<file path="config.mk">
export PLATFORM = sky130hd
export DESIGN_NAME = seg_disp_ctrl
export DESIGN_NICKNAME = d
export VERILOG_FILES = /design/src/rtl/seg_disp_ctrl.sv
export SDC_FILE = /design/constraint.sdc
export NUM_CORES = 1
export LEC_CHECK = 0
export CELL_PAD_IN_SITES_DETAIL_PLACEMENT = 0
export CELL_PAD_IN_SITES_GLOBAL_PLACEMENT = 1
export CORE_MARGIN = 4
export CORE_UTILIZATION = 30
export DETAILED_ROUTE_END_ITERATION = 6
export PLACE_DENSITY = 0.7
export SLEW_MARGIN = 20
export SYNTH_ARGS = -nofsm -noshare
export SYNTH_HDL_FRONTEND = slang
export SYNTH_SLANG_ARGS = --single-unit
</file>
<file path="constraint.sdc">
create_clock -name clk -period 2.3 [get_ports clk]
set_clock_uncertainty 0.05 [all_clocks]
set_input_delay 0.23 -clock clk [delete_from_list [all_inputs] [get_ports clk]]
set_output_delay 0.23 -clock clk [all_outputs]
set_load 0.02 [all_outputs]
</file>
<file path="src/rtl/seg_disp_ctrl.sv">
// Bus-mapped six-digit seven-segment controller: shadowed digit values committed on
// display ticks, software enable and optional blink (built only with SEG_CTRL_BLINK_EN).
module seg_disp_ctrl #(
    parameter int         TICK_DIV  = 50000,
    parameter logic [9:0] BLINK_RST = 10'd500
) (
    input  logic        clk,
    input  logic        reset_n,
    input  logic        sel,
    input  logic        mem_valid,
    input  logic [1:0]  mem_addr,
    input  logic [31:0] mem_wdata,
    input  logic [3:0]  mem_wstrb,
    output logic        mem_ready,
    output logic [31:0] mem_rdata,
    output logic        disp_en,
    output logic [3:0]  seg_0_val,
    output logic [3:0]  seg_1_val,
    output logic [3:0]  seg_2_val,
    output logic [3:0]  seg_3_val,
    output logic [3:0]  seg_4_val,
    output logic [3:0]  seg_5_val
);

    localparam int CW = (TICK_DIV > 1) ? $clog2(TICK_DIV) : 1;

    localparam logic [1:0] A_VALUE  = 2'd0;
    localparam logic [1:0] A_CTRL   = 2'd1;
    localparam logic [1:0] A_DIV    = 2'd2;
    localparam logic [1:0] A_STATUS = 2'd3;

    logic [CW-1:0] tick_cnt;
    logic          tick;
    logic          accept;
    logic          wr;
    logic          rd;
    logic          wr_value;
    logic          wr_ctrl;
    logic [23:0]   value_q;
    logic [23:0]   seg_q;
    logic          pending_q;
    logic          en_q;
    logic          blink_q;
    logic          phase_q;
    logic [9:0]    blink_div_q;
    logic [31:0]   rd_mux;
    logic          unused_bits;

    // The ready cycle itself never accepts, so a held mem_valid completes every 2 cycles.
    assign accept   = mem_valid && sel && !mem_ready;
    assign wr       = accept && (mem_wstrb != 4'b0000);
    assign rd       = accept && (mem_wstrb == 4'b0000);
    assign wr_value = wr && (mem_addr == A_VALUE);
    assign wr_ctrl  = wr && (mem_addr == A_CTRL);
    assign tick     = (tick_cnt == CW'(TICK_DIV - 1));

    assign unused_bits = &{1'b0, mem_wdata[31:24]};

    always_ff @(posedge clk or negedge reset_n) begin
        if (!reset_n) begin
            tick_cnt <= '0;
        end else if (tick) begin
            tick_cnt <= '0;
        end else begin
            tick_cnt <= tick_cnt + 1'b1;
        end
    end

    always_ff @(posedge clk or negedge reset_n) begin
        if (!reset_n) begin
            value_q <= '0;
        end else if (wr_value) begin
            for (int b = 0; b < 3; b++) begin
                if (mem_wstrb[b]) value_q[8*b +: 8] <= mem_wdata[8*b +: 8];
            end
        end
    end

    // Commit copies the pre-edge shadow; a write on the same edge keeps PENDING for the next tick.
    always_ff @(posedge clk or negedge reset_n) begin
        if (!reset_n) begin
            pending_q <= 1'b0;
            seg_q     <= '0;
        end else begin
            if (tick && pending_q) seg_q <= value_q;
            if (wr_value) begin
                pending_q <= 1'b1;
            end else if (tick) begin
                pending_q <= 1'b0;
            end
        end
    end

    always_ff @(posedge clk or negedge reset_n) begin
        if (!reset_n) begin
            en_q <= 1'b0;
        end else if (wr_ctrl && mem_wstrb[0]) begin
            en_q <= mem_wdata[0];
        end
    end

`ifdef SEG_CTRL_BLINK_EN
    logic       wr_div;
    logic       blink_clr;
    logic [9:0] blink_cnt;

    assign wr_div = wr && (mem_addr == A_DIV) && (mem_wstrb[1:0] != 2'b00);
    // Counter and phase sit at their idle state whenever blink is off or being reprogrammed.
    assign blink_clr = !blink_q || wr_div || (wr_ctrl && mem_wstrb[0] && !mem_wdata[1]);

    always_ff @(posedge clk or negedge reset_n) begin
        if (!reset_n) begin
            blink_q     <= 1'b0;
            blink_div_q <= BLINK_RST;
        end else begin
            if (wr_ctrl && mem_wstrb[0]) blink_q <= mem_wdata[1];
            if (wr && (mem_addr == A_DIV)) begin
                if (mem_wstrb[0]) blink_div_q[7:0] <= mem_wdata[7:0];
                if (mem_wstrb[1]) blink_div_q[9:8] <= mem_wdata[9:8];
            end
        end
    end

    always_ff @(posedge clk or negedge reset_n) begin
        if (!reset_n) begin
            blink_cnt <= '0;
            phase_q   <= 1'b1;
        end else if (blink_clr) begin
            blink_cnt <= '0;
            phase_q   <= 1'b1;
        end else if (tick) begin
            if (blink_div_q == 10'd0) begin
                blink_cnt <= '0;
                phase_q   <= 1'b1;
            end else if (blink_cnt == blink_div_q - 10'd1) begin
                blink_cnt <= '0;
                phase_q   <= ~phase_q;
            end else begin
                blink_cnt <= blink_cnt + 10'd1;
            end
        end
    end

    always_ff @(posedge clk or negedge reset_n) begin
        if (!reset_n) begin
            disp_en <= 1'b0;
        end else begin
            disp_en <= en_q && (!blink_q || phase_q);
        end
    end
`else
    assign blink_q     = 1'b0;
    assign phase_q     = 1'b1;
    assign blink_div_q = 10'd0;

    always_ff @(posedge clk or negedge reset_n) begin
        if (!reset_n) begin
            disp_en <= 1'b0;
        end else begin
            disp_en <= en_q;
        end
    end
`endif

    always_comb begin
        rd_mux = 32'h0;
        case (mem_addr)
            A_VALUE:  rd_mux = {8'h00, value_q};
            A_CTRL:   rd_mux = {30'h0, blink_q, en_q};
            A_DIV:    rd_mux = {22'h0, blink_div_q};
            A_STATUS: rd_mux = {30'h0, phase_q, pending_q};
            default:  rd_mux = 32'h0;
        endcase
    end

    always_ff @(posedge clk or negedge reset_n) begin
        if (!reset_n) begin
            mem_ready <= 1'b0;
            mem_rdata <= '0;
        end else begin
            mem_ready <= accept;
            mem_rdata <= rd ? rd_mux : 32'h0;
        end
    end

    assign seg_0_val = seg_q[3:0];
    assign seg_1_val = seg_q[7:4];
    assign seg_2_val = seg_q[11:8];
    assign seg_3_val = seg_q[15:12];
    assign seg_4_val = seg_q[19:16];
    assign seg_5_val = seg_q[23:20];

endmodule

</file>
==> impl_results.md <==
- Synth warn: 0
- CP Class: reg2reg
- Post-Syn Instances: 249
- Synthesized area: 3640 sq um
- Final Cycle Share: 90.4%
- Peak supply drop: 0.330 mV
- Vias post-DR: 2,232
- CP arrival: 2.24 ns
- Longest Clk Path Bufs: 2
- Synthesized flop and latch total: 92
- Dpl hpwl: 5.40 mm
- Fin cells: 498
- Total congestion overflow: 0
- CTS Buf Count: 9
- Post-synth ARST share: 100%
- Final wirelength: 7.56 mm
- DIE WIDTH: 118 microns
- Row cnt: 39
- Die span in y: 118 microns
- Worst path required time: 2.46 ns
- Hold WC Path Type: in2async
- Post-Syn Area per Cell: 14.6 sq um
- Clock slew at reported path FFs: 0.07 ns
- P per Cell Area: 717 nW/um^2
- Slowest stage delay, CP: 0.58 ns
- GRT Total Usage: 11.3%
- Initial drt markers: 143
- Max-cap violations: 0
- Die area: 14,000 sq um
- Worst Setup End Kind: register
- Share of layout cells above drive strength 1: 23.4%
- Final hold slack: 0.249 ns
- Commonest register cell after synthesis: dfrtp_1
- RSZ-0062 raised after global routing: false
- TritonCTS clock tree: yes
- Slew Viols, Final: 0
- # IOs: 100
- Area contributors post-synth: dfrtp_1, mux2_2, mux2_4
- Core Area: 11,700 sq um
- Setup TNS Final: 0 ns
- Area leader, netlist: dfrtp_1
- CTS resizes: 0
- Drt pass-1 iters: 4
- CTS Sinks: 92
- Remaining DRCs: 0
- Fmax: 0.481 GHz
- EDFF count, synth: 0
- N_diodes: 0
- Crit-path leading delay family: simple AND/OR/NAND/NOR gates
- Port bufs: 83
- Layout Area Growth over Synthesis: 37.9%
- Crit Path Max Fanout: 16
- Clk_lat worst skew: 0.33 ns
- Top-count cell post-synth: dfrtp_1
- GPL Wtd Cong: 0.752
- Vias in the first global route: 2,415
- Worst-path cell chain: or4b_4 > nor4_4 > nand2_2 > buf_4 > mux2_4
- Slowest-stage cell, CP: or4b_4
- Cell variety after synth: 36
- Final hold viol count: 0
- Crit path buffers/inverters: 1
- Postcts setup bufs: 0
- Crit start category: register
- Global-route wire length before repair: 12.5 mm
- CTS H-tree depth: 3
- Outcome: finished clean
- Avg Vias per Cell: 4.48
- DP Worst Slack: 0.200 ns
- Top cells by count, synth: dfrtp_1, mux2_2, and2_1
- Setup violators final: 0
- Synth top area share: 63.2%
- Routed len/inst: 15.2 microns
- Initial core utilization: 31.2%
- Largest net degree at the start of global routing: 80
- Sequential share of the synthesized area: 63.2%
- Nets@finish: 393
- Leak Pwr: 0.00235 uW
- Hold_buf cts: 1
- Root buf cell: clkbuf_16
- Fin crit period: 2.08 ns
- Initial antenna violation count: 0
- # placed instances: 481
- Post-route ant nets: 0
- Final Worst Setup Slack: 0.222 ns
-- kinds of logic (layout without fill, tap and decap cells) --
family                   after synthesis  count (layout)  share of synthesized area (%)
flip-flops                            92              92                           63.2
AND/OR/NAND/NOR                       72              72                           12.3
multiplexers                          50              50                           17.5
buffers and inverters                 15             114                           2.78
XOR/XNOR                              12              12                           2.89
AO/OA/AOI/OAI                          6               6                          0.859
adder cells (fa/ha/maj)                1               1                          0.343
other                                  1               8                          0.103
-- path summary, 6_finish.rpt --
kind                               from  cells after the start  slack, ns        end
setup / recovery           tick_cnt[11]                      5       0.22   seg_q[4]
hold / removal                  reset_n                      2       0.25  seg_q[17]
setup reg to reg           tick_cnt[11]                      5       0.22   seg_q[4]
hold reg to reg                    en_q                      0       0.37    disp_en
max in group asynchronous       reset_n                      3       1.29   seg_q[4]
min in group clk                   en_q                      0       0.37    disp_en
-- stage by stage --
step / util, % / area [sq um] / power (uW)
after global routing: 43.1 / 5020 / 3760
after detailed placement: 40.2 / 4690 / 2100
after CTS: 43.1 / 5020 / 3660
final: 43.1 / 5020 / 3600
after global placement: 40.2 / 4690 / 2080
after floorplan: - / 3670 / 1960
-- placed cells by master, fill, tap and decap left out, drive strengths merged, types with 6 or more instances in the layout --
| cell | netlist | routed |
|---|---|---|
| clkbuf | 3 | 11 |
| nor2 | 8 | 8 |
| xnor2 | 6 | 6 |
| dfrtp | 92 | 92 |
| buf | 10 | 13 |
| nand2 | 10 | 10 |
| mux2 | 49 | 49 |
| and2 | 23 | 23 |
| xor2 | 6 | 6 |
| clkdlybuf4s50 | 0 | 82 |
| conb | 1 | 8 |
-- state kept, by name, summed over array words and instances (netlist names) --
register   flops
disp_en        1
en_q           1
mem_rdata     24
mem_ready      1
pending_q      1
seg_q         24
tick_cnt      16
value_q       24
-- area by class of cell --
type                            instances  area, sq um
Tap cell                              143          179
Fill cell                            1080         6640
Clock buffer                           11          253
Timing Repair Buffer                   96          941
Sequential cell                        92         2300
Clock inverter                          5         67.6
Multi-Input combinational cell        149         1270
Inverter                                2         7.51
-- per-layer routing --
layer  wire [microns]  share of wire (%)  global-route usage (%)  vias up
met5                0                  0                       0        -
met4              176                2.3                    4.40        0
met3              438                5.8                    3.25       13
li1                 -                  -                       -     1050
met2             3630                 48                    18.1       63
met1             3320                 44                    14.4     1106
-- power breakdown --
group | leakage (uW) | total (uW) | switching [uW] | internal, uW
sequential | 0.00122 | 1800 | 70.5 | 1730
combinational | 0.000973 | 258 | 101 | 157
clock | 0.000158 | 1540 | 625 | 917
total | 0.00235 | 3600 | 797 | 2810
Note: power is estimated with default switching activity, not from simulation.
